### config.mk
export PLATFORM = sky130hd
export DESIGN_NAME = jvm_xlat_seq_flat
export DESIGN_NICKNAME = d
export VERILOG_FILES = /design/src/rtl/jvm_xlat_pkg.sv /design/src/rtl/jvm_xlat_seq_if.sv /design/src/rtl/jvm_operand_acc.sv /design/src/rtl/jvm_xlat_seq.sv /design/src/flat_wrapper.sv
export SDC_FILE = /design/constraint.sdc
export NUM_CORES = 1
export LEC_CHECK = 0
export ABC_CLOCK_PERIOD_IN_PS = 2900
export BUFFER_PORTS_ARGS = -buffer_cell sky130_fd_sc_hd__clkbuf_2
export CORE_MARGIN = 1
export CORE_UTILIZATION = 35
export CTS_CLUSTER_DIAMETER = 80
export DETAILED_ROUTE_END_ITERATION = 10
export GPL_ROUTABILITY_DRIVEN = 1
export MAX_ROUTING_LAYER = met4
export PLACE_DENSITY_LB_ADDON = 0.05
export SYNTH_ARGS = -nofsm -noshare
export SYNTH_HDL_FRONTEND = slang
export SYNTH_SLANG_ARGS = --single-unit
### constraint.sdc
create_clock -name clk -period 2.9 [get_ports clk]
set_input_delay 0.58 -clock clk [delete_from_list [all_inputs] [get_ports clk]]
set_output_delay 0.58 -clock clk [all_outputs]
set_load 0.03 [all_outputs]
### src/rtl/jvm_xlat_pkg.sv
// Shared types and constants for the JVM-to-ARM translation sequencer.
package jvm_xlat_pkg;

    typedef enum logic [1:0] {S_OP, S_CNT, S_PARAM, S_EMIT} state_t;

    localparam logic [7:0]  OPC_WIDE = 8'hC4;
    localparam int unsigned TPL_END  = 0;

    // Operand byte count after the wide doubling, clamped to the operand register size.
    function automatic int unsigned eff_count(input logic [2:0] cnt, input logic dbl,
                                              input int unsigned max_b);
        int unsigned n;
        n = 32'(cnt);
        if (dbl) n = n << 1;
        if (n > max_b) n = max_b;
        return n;
    endfunction

endpackage

### src/rtl/jvm_xlat_seq_if.sv
// Bytecode-in / ARM-word-out stream pair of the translation sequencer.
interface jvm_xlat_seq_if #(parameter int WORD_W = 32);

    logic              in_valid;
    logic              in_ready;
    logic [7:0]        in_byte;
    logic              out_valid;
    logic              out_ready;
    logic [WORD_W-1:0] out_word;
    logic              out_last;

    modport master (output in_valid, in_byte, out_ready,
                    input  in_ready, out_valid, out_word, out_last);
    modport slave  (input  in_valid, in_byte, out_ready,
                    output in_ready, out_valid, out_word, out_last);

endinterface

### src/rtl/jvm_operand_acc.sv
// Big-endian operand shift register with a remaining-byte down-counter.
module jvm_operand_acc #(
    parameter  int MAX_BYTES = 4,
    parameter  int IMM_W     = 12,
    localparam int OP_W      = 8 * MAX_BYTES,
    localparam int CNT_W     = $clog2(MAX_BYTES + 1)
) (
    input  logic             clk,
    input  logic             rst_n,
    input  logic             clr,
    input  logic             load,
    input  logic             shift,
    input  logic [CNT_W-1:0] load_cnt,
    input  logic [7:0]       data,
    output logic             last,
    output logic [IMM_W-1:0] imm
);

    logic [OP_W-1:0]  operand;
    logic [CNT_W-1:0] remaining;

    always_ff @(posedge clk or negedge rst_n) begin
        if (!rst_n) begin
            operand   <= '0;
            remaining <= '0;
        end else begin
            if (clr)
                operand <= '0;
            else if (shift)
                operand <= (operand << 8) | OP_W'(data);
            if (load)
                remaining <= load_cnt;
            else if (shift && remaining != '0)
                remaining <= remaining - CNT_W'(1);
        end
    end

    // High when the byte being shifted in is the final operand byte.
    assign last = (remaining == CNT_W'(1));
    assign imm  = operand[IMM_W-1:0];

endmodule

### src/rtl/jvm_xlat_seq.sv
// Bytecode-to-ARM sequencer: wide prefix, operand gathering, linked template walk.
module jvm_xlat_seq
    import jvm_xlat_pkg::*;
#(
    parameter int ADDR_W    = 8,
    parameter int WORD_W    = 32,
    parameter int MAX_BYTES = 4,
    parameter int IMM_W     = 12
) (
    input  logic              clk,
    input  logic              rst_n,
    jvm_xlat_seq_if.slave     bus,
    output logic [7:0]        rom_opcode,
    input  logic [2:0]        cnt_bytes,
    input  logic              cnt_wide_ok,
    input  logic [ADDR_W-1:0] start_addr,
    output logic [ADDR_W-1:0] tpl_addr,
    input  logic [WORD_W-1:0] tpl_word,
    input  logic [ADDR_W-1:0] tpl_next,
    input  logic              tpl_patch,
    output logic              busy,
    output logic              err_wide
);

    localparam int CNT_W = $clog2(MAX_BYTES + 1);

    state_t           state;
    logic             wide;
    logic             acc_last;
    logic [IMM_W-1:0] imm;
    logic [CNT_W-1:0] cnt_sat;
    logic             in_fire, is_wide, tpl_end, next_end, emit;

    assign in_fire  = bus.in_valid & bus.in_ready;
    assign is_wide  = (bus.in_byte == OPC_WIDE);
    assign tpl_end  = (tpl_addr == ADDR_W'(TPL_END));
    assign next_end = (tpl_next == ADDR_W'(TPL_END));
    assign cnt_sat  = CNT_W'(eff_count(cnt_bytes, wide & cnt_wide_ok, int'(MAX_BYTES)));
    assign emit     = (state == S_EMIT) && !tpl_end;

    assign bus.in_ready  = rst_n && (state == S_OP || state == S_PARAM);
    assign bus.out_valid = emit;
    assign bus.out_last  = emit & next_end;
    assign bus.out_word  = emit ? (tpl_word | (tpl_patch ? WORD_W'(imm) : '0)) : '0;
    assign busy          = (state != S_OP);

    jvm_operand_acc #(.MAX_BYTES(MAX_BYTES), .IMM_W(IMM_W)) u_acc (
        .clk      (clk),
        .rst_n    (rst_n),
        .clr      ((state == S_OP) && in_fire && !is_wide),
        .load     (state == S_CNT),
        .shift    ((state == S_PARAM) && in_fire),
        .load_cnt (cnt_sat),
        .data     (bus.in_byte),
        .last     (acc_last),
        .imm      (imm)
    );

    always_ff @(posedge clk or negedge rst_n) begin
        if (!rst_n) begin
            state      <= S_OP;
            wide       <= 1'b0;
            err_wide   <= 1'b0;
            rom_opcode <= '0;
            tpl_addr   <= '0;
        end else begin
            err_wide <= 1'b0;
            case (state)
                S_OP: if (in_fire) begin
                    if (is_wide) begin
                        err_wide <= wide;
                        wide     <= 1'b1;
                    end else begin
                        rom_opcode <= bus.in_byte;
                        state      <= S_CNT;
                    end
                end
                S_CNT: begin
                    err_wide <= wide & ~cnt_wide_ok;
                    tpl_addr <= start_addr;
                    state    <= (cnt_sat == '0) ? S_EMIT : S_PARAM;
                end
                S_PARAM: if (in_fire && acc_last) state <= S_EMIT;
                S_EMIT: begin
                    // An empty template still ends the instruction and drops the prefix.
                    if (tpl_end) begin
                        state <= S_OP;
                        wide  <= 1'b0;
                    end else if (bus.out_ready) begin
                        tpl_addr <= tpl_next;
                        if (next_end) begin
                            state <= S_OP;
                            wide  <= 1'b0;
                        end
                    end
                end
                default: state <= S_OP;
            endcase
        end
    end

endmodule

### src/flat_wrapper.sv
// flat-port wrapper written by rule: the top's interface ports become plain ports
module jvm_xlat_seq_flat import jvm_xlat_pkg::*;
#(
    parameter int ADDR_W    = 8,
    parameter int WORD_W    = 32,
    parameter int MAX_BYTES = 4,
    parameter int IMM_W     = 12
)
  (clk, rst_n, rom_opcode, cnt_bytes, cnt_wide_ok, start_addr, tpl_addr, tpl_word, tpl_next, tpl_patch, busy, err_wide, bus_in_valid, bus_in_byte, bus_out_ready, bus_in_ready, bus_out_valid, bus_out_word, bus_out_last);
  jvm_xlat_seq_if #(.WORD_W(WORD_W)) bus_i ();
  input  logic clk;
  input  logic rst_n;
  output logic [7:0] rom_opcode;
  input  logic [2:0] cnt_bytes;
  input  logic cnt_wide_ok;
  input  logic [ADDR_W-1:0] start_addr;
  output logic [ADDR_W-1:0] tpl_addr;
  input  logic [WORD_W-1:0] tpl_word;
  input  logic [ADDR_W-1:0] tpl_next;
  input  logic tpl_patch;
  output logic busy;
  output logic err_wide;
  input wire logic [$bits(bus_i.in_valid)-1:0] bus_in_valid;
  input wire logic [$bits(bus_i.in_byte)-1:0] bus_in_byte;
  input wire logic [$bits(bus_i.out_ready)-1:0] bus_out_ready;
  output wire logic [$bits(bus_i.in_ready)-1:0] bus_in_ready;
  output wire logic [$bits(bus_i.out_valid)-1:0] bus_out_valid;
  output wire logic [$bits(bus_i.out_word)-1:0] bus_out_word;
  output wire logic [$bits(bus_i.out_last)-1:0] bus_out_last;
  assign bus_i.in_valid = bus_in_valid;
  assign bus_i.in_byte = bus_in_byte;
  assign bus_i.out_ready = bus_out_ready;
  assign bus_in_ready = bus_i.in_ready;
  assign bus_out_valid = bus_i.out_valid;
  assign bus_out_word = bus_i.out_word;
  assign bus_out_last = bus_i.out_last;
  jvm_xlat_seq #(.ADDR_W(ADDR_W), .WORD_W(WORD_W), .MAX_BYTES(MAX_BYTES), .IMM_W(IMM_W)) u_core (.clk(clk), .rst_n(rst_n), .bus(bus_i), .rom_opcode(rom_opcode), .cnt_bytes(cnt_bytes), .cnt_wide_ok(cnt_wide_ok), .start_addr(start_addr), .tpl_addr(tpl_addr), .tpl_word(tpl_word), .tpl_next(tpl_next), .tpl_patch(tpl_patch), .busy(busy), .err_wide(err_wide));
endmodule
# Word level (Yosys, flattened, before mapping)
# Index checks and enable logic that the tools add are counted.
[word_totals]
inputBits = 65
regBits = 35
[classes]
n_eq_ne = 13
n_addsub = 1
bitwise = 8
n_reduce_logical = 24
n_lt_le_gt_ge = 1
mux = 28
[op_table]
columns = ["op", "count"]
rows = [
  ["$mux 12", 3],
  ["$mux 32", 1],
  ["$or 32x32->32", 1],
  ["$logic_not 8->1", 2],
  ["$mux 8", 2],
  ["$pmux 8 s2", 1],
  ["$mux 2", 6],
  ["$or 12x8->12", 1],
  ["$reduce_and 5->1", 2],
  ["$reduce_bool 2->1", 5],
  ["$mux 3", 3],
  ["$eq 8x8->1 const B", 1],
  ["$mux 1", 8],
  ["$ne 2x2->1 const B", 4],
  ["$pmux 2 s4", 1],
  ["$logic_and 1x1->1", 7],
  ["$reduce_and 3->1", 2],
  ["$and 1x1->1", 4],
  ["$eq 2x2->1 const B", 2],
  ["$gt 4x3->1 const B", 1],
  ["$mux 4", 1],
  ["$ne 2x1->1 const B", 2],
  ["$pmux 1 s2", 2],
  ["$eq 3x1->1 const B", 1],
  ["other kinds (10)", 12],
]

# Longest topological paths before layout
[logic_depth]
word_depth = 8
ltp_mapped = 8

# Modules after synthesis
# A second synthesis with hierarchy kept.
[hier_totals]
hier_cells = 215
hier_area_um2 = 2069.5
[modules_own_cells]
columns = ["mod", "cells_each", "area_per_inst_um2", "n_inst", "seq_area_each_um2"]
rows = [
  ["jvm_xlat_seq", 152, 1352.5, 1, 500.5],
  ["jvm_operand_acc", 63, 716.9, 1, 375.4],
]

# Worst setup path before layout
# Ideal clock, no wire load.
[synth_timing]
path_type = "input to output"
start = "input tpl_next[6]"
end = "output bus_out_last"
path_stages = 2
setup_slack_ns = 0.475
arrival_time_ns = 1.845
path_buffers = 0
cell_sequence = "or4_1 -> nor3_1"
[synth_between]
elab_chain_cells = 2
[synth_lines]
columns = ["element", "line_no", "rtl"]
rows = [
  ["from (decl)", "flat_wrapper.sv:19", "input logic [ADDR_W-1:0] tpl_next;"],
  ["$logic_not 8->1", "jvm_xlat_seq.sv:37", "assign next_end = (tpl_next == ADDR_W'(TPL_END));"],
  ["$and 1x1->1", "jvm_xlat_seq.sv:43", "assign bus.out_last = emit & next_end;"],
  ["to (decl)", "flat_wrapper.sv:29", "output wire logic [$bits(bus_i.out_last)-1:0] bus_out_last;"],
]
# Every way passes these cells.

# Worst setup path in the final report
[layout_timing]
start = "register u_core.tpl_addr[3]"
end = "output bus_out_word[29]"
[layout_between]
elab_chain_cells = 4
[layout_lines]
columns = ["element", "line_no", "rtl"]
rows = [
  ["from (decl)", "jvm_xlat_seq.sv:17", "output logic [ADDR_W-1:0] tpl_addr,"],
  ["from (signal assigned)", "jvm_xlat_seq.sv:80", "tpl_addr <= start_addr;"],
  ["from (signal assigned)", "jvm_xlat_seq.sv:90", "tpl_addr <= tpl_next;"],
  ["$logic_not 8->1", "jvm_xlat_seq.sv:36", "assign tpl_end = (tpl_addr == ADDR_W'(TPL_END));"],
  ["$logic_not 1->1", "jvm_xlat_seq.sv:39", "assign emit = (state == S_EMIT) && !tpl_end;"],
  ["$logic_and 1x1->1", "jvm_xlat_seq.sv:39", ""],
  ["$mux 32", "jvm_xlat_seq.sv:44", "assign bus.out_word = emit ? (tpl_word | (tpl_patch ? WORD_W'(imm) : '0)) : '0;"],
  ["to (decl)", "flat_wrapper.sv:28", "output wire logic [$bits(bus_i.out_word)-1:0] bus_out_word;"],
]
# Every way passes these cells.

==> results.md <==
* Status: completed
* FMAX at 398.1 MHz
* Min cycle time layout at around 2500 ps
* CTS tree: done
* Nets at ~390
* Fin. max-slew vios at 0
* CTS max path bufs at 2
* Slowest stage delay, CP at between 400 and 500 ps
* Router iterations before antenna repair at 4
* IO Count at 118
* Worst-path clk slew at 80 ps
* Clk Latency, worst-skew pair at 290 ps
* Vias in the first global route at 1821
* Layout cells sized above 1 at 0.4783
* Die area at 6059 um^2
* First-pass GRT wire length at 8.818 mm
* MaxCap Viol Count at 0
* Synthesized area at 2013 um^2
* Total negative slack at 0 ps
* Worst Hold Class: primary input to async pin
* Core Region at 5540 um^2
* Pin count of the biggest net entering global routing at 26
* Initial antenna violation count at 0
* Clk_skew at 5.627 ps
* Netlist cell types at 39
* Most Crowded Layer GR: met2
* Slew margin rel. at 0.6662
* R2R depth at 5
* GRT overflow at 0
* IO buf count at 117
* CP cell instances: nor4_1 -> a21bo_1 -> inv_1 -> and2_1 -> clkbuf_2
* Post-layout util at 0.5043
* CP Launch Type: register
* Synth Net Count at 275
* R2R setup slack at 860 ps
* Hpwl dp at slightly above 4 mm
* CP max-delay cell: nor4_1
* Die X at 77.84 um
* Gpl congestion at 0.7414
* Mapped Avg Cell Area at 9.917 um^2
* CTS hold repair buffers at 0
* CTS Buf Count at 5
* Wire per inst at 13.23 um
* CP Capture Type: output pin
* Post-Syn Instances at 203
* #FFs+latches synth at 35
* Clock root cell: clkbuf_8
* GR Layer Usage met1 at 0.2301
* Design Power at 0.002963 W
* Post-synth EDFFs at 0
* Post_cts resized at 0
* Leak at 1.456 nW
* Critical Path RT at 2320 ps
* Fin crit share at 0.8661
* Critical path fanouts, max at 21
* Peak supply drop at 472.8 uV
* Ys async rst share at 1.000
* Final WL at 5.212 mm
* Final setup fails at 0
* Die Y at 77.84 um
* Synth warn at 0
* Met3 usage at 0.03294
* Pwr/cell area at ~1100 nW/um^2
* DR iter-0 viols at 53
* Final hold vios at 0
* Worst slew pin tran at 486.8 ps
* Crit Path Category: register to output pin
* RSZ-0062 raised after global routing: false
* Post-route ant nets at 0
* Drt via density at 4.838
* Initial Util at 0.3634
* CTS H-tree depth at 2
* Rows at 27
* Area delta synth->final at 38.78%
* DRC Markers at 0
* Clk sinks at 35
* Vias at 1906
* Global Route met2 Usage at 0.3204
* GRT Total Usage at 0.1912
* Main synth FF type: dfrtp_1
* # Post-CTS Setup Buffers at 0
* Crit path DAT at 1930 ps
* Ant. Diodes at 0
* Register area share after synthesis at 0.4351
## flip-flops by register name, indices dropped and copies added (netlist names)
name / flops
u_core.u_acc.operand: 12
u_core.rom_opcode: 8
u_core.tpl_addr: 8
u_core.u_acc.remaining: 3
u_core.state: 2
u_core.err_wide: 1
u_core.wide: 1
## Yosys cell counts, drive strengths merged, types with 2 or more instances
library cell  instances  area share
mux2i                10       0.050
a22o                 10       0.048
a21oi                18       0.045
ha                    7       0.044
buf                   3      0.0075
inv                   9       0.017
nor4                  2      0.0062
a31oi                 2      0.0062
nand3                 2      0.0050
or4                   2      0.0093
clkbuf                7       0.013
dfrtp                35        0.44
and2                 21       0.065
nor2                 20       0.045
nor4b                 2      0.0087
nand2b                2      0.0062
o31ai                 2      0.0075
nand2                11       0.021
nor3                  3       0.019
mux2                  9       0.050
o21ai                13       0.038
## kinds of logic (layout without fill, tap and decap cells)
group / count (synthesis) / after routing / synth area share
adder cells (fa/ha/maj): 7 / 7 / 0.04350
multiplexers: 19 / 19 / 0.1001
flip-flops: 35 / 35 / 0.4351
XOR/XNOR: 1 / 1 / 0.004351
AND/OR/NAND/NOR: 70 / 70 / 0.2032
AO/OA/AOI/OAI: 52 / 52 / 0.1765
buffers and inverters: 19 / 138 / 0.03729
## cell type report
class,instances,area [um^2]
clock buffer,5,68.82
sequential,35,875.8
fill,539,2746
clock inverter,3,47.55
multi-input combinational,149,1062
tap,72,90.09
inverter,9,33.78
timing repair buffer,121,615.6
## final timing paths
kind	startpoint	endpoint
max reg2reg	u_core.state[0]	u_core.rom_opcode[0]
max	u_core.tpl_addr[3]	bus_out_word[29]
min reg2reg	u_core.rom_opcode[7]	u_core.rom_opcode[7]
min	rst_n	u_core.rom_opcode[7]
max in group asynchronous	rst_n	u_core.rom_opcode[0]
min in group clk	u_core.rom_opcode[7]	u_core.rom_opcode[7]
## worst max-delay path, delay by kind of cell, from the launching register on
family                 cells  cell delay [ps]
AO/OA/AOI/OAI              1              190
AND/OR/NAND/NOR            2              660
flip-flops                 1              400
buffers and inverters      2              390
## cells in the final DEF, fill, tap and decap left out, types with 5 or more instances in the layout
| cell | n |
|---|---|
| inv_1 | 9 |
| dfrtp_1 | 35 |
| a21oi_1 | 18 |
| a22o_2 | 8 |
| clkbuf_2 | 117 |
| nor2_1 | 18 |
| mux2_2 | 9 |
| clkbuf_8 | 5 |
| mux2i_1 | 10 |
| o21ai_0 | 12 |
| nand2_1 | 11 |
| and2_1 | 21 |
| ha_1 | 7 |
## through the flow
stage               setup WS (ps)  instance area, um^2  hold slack, ps  cells
floorplan                   475.1                 2013           284.4    203
global placement            586.5                 2678           490.5    386
detailed placement          602.1                 2678           495.0    386
CTS                         346.3                 2794           182.6    394
global route                170.7                 2794           193.0    394
finish                      388.3                 2794           181.8    394
## where the power goes
group | internal (W) | switching, W
clock network | 0.000260 | 0.000193
registers | 0.000707 | 0.000156
logic | 0.000588 | 0.00106
## routing by layer
layer | part of all wire | vias up
met3 | 0.069 | 8
met5 | 0 | -
met4 | 0.017 | 0
met1 | 0.44 | 856
met2 | 0.47 | 87
li1 | - | 955
Power figures use the tool's default switching activity.
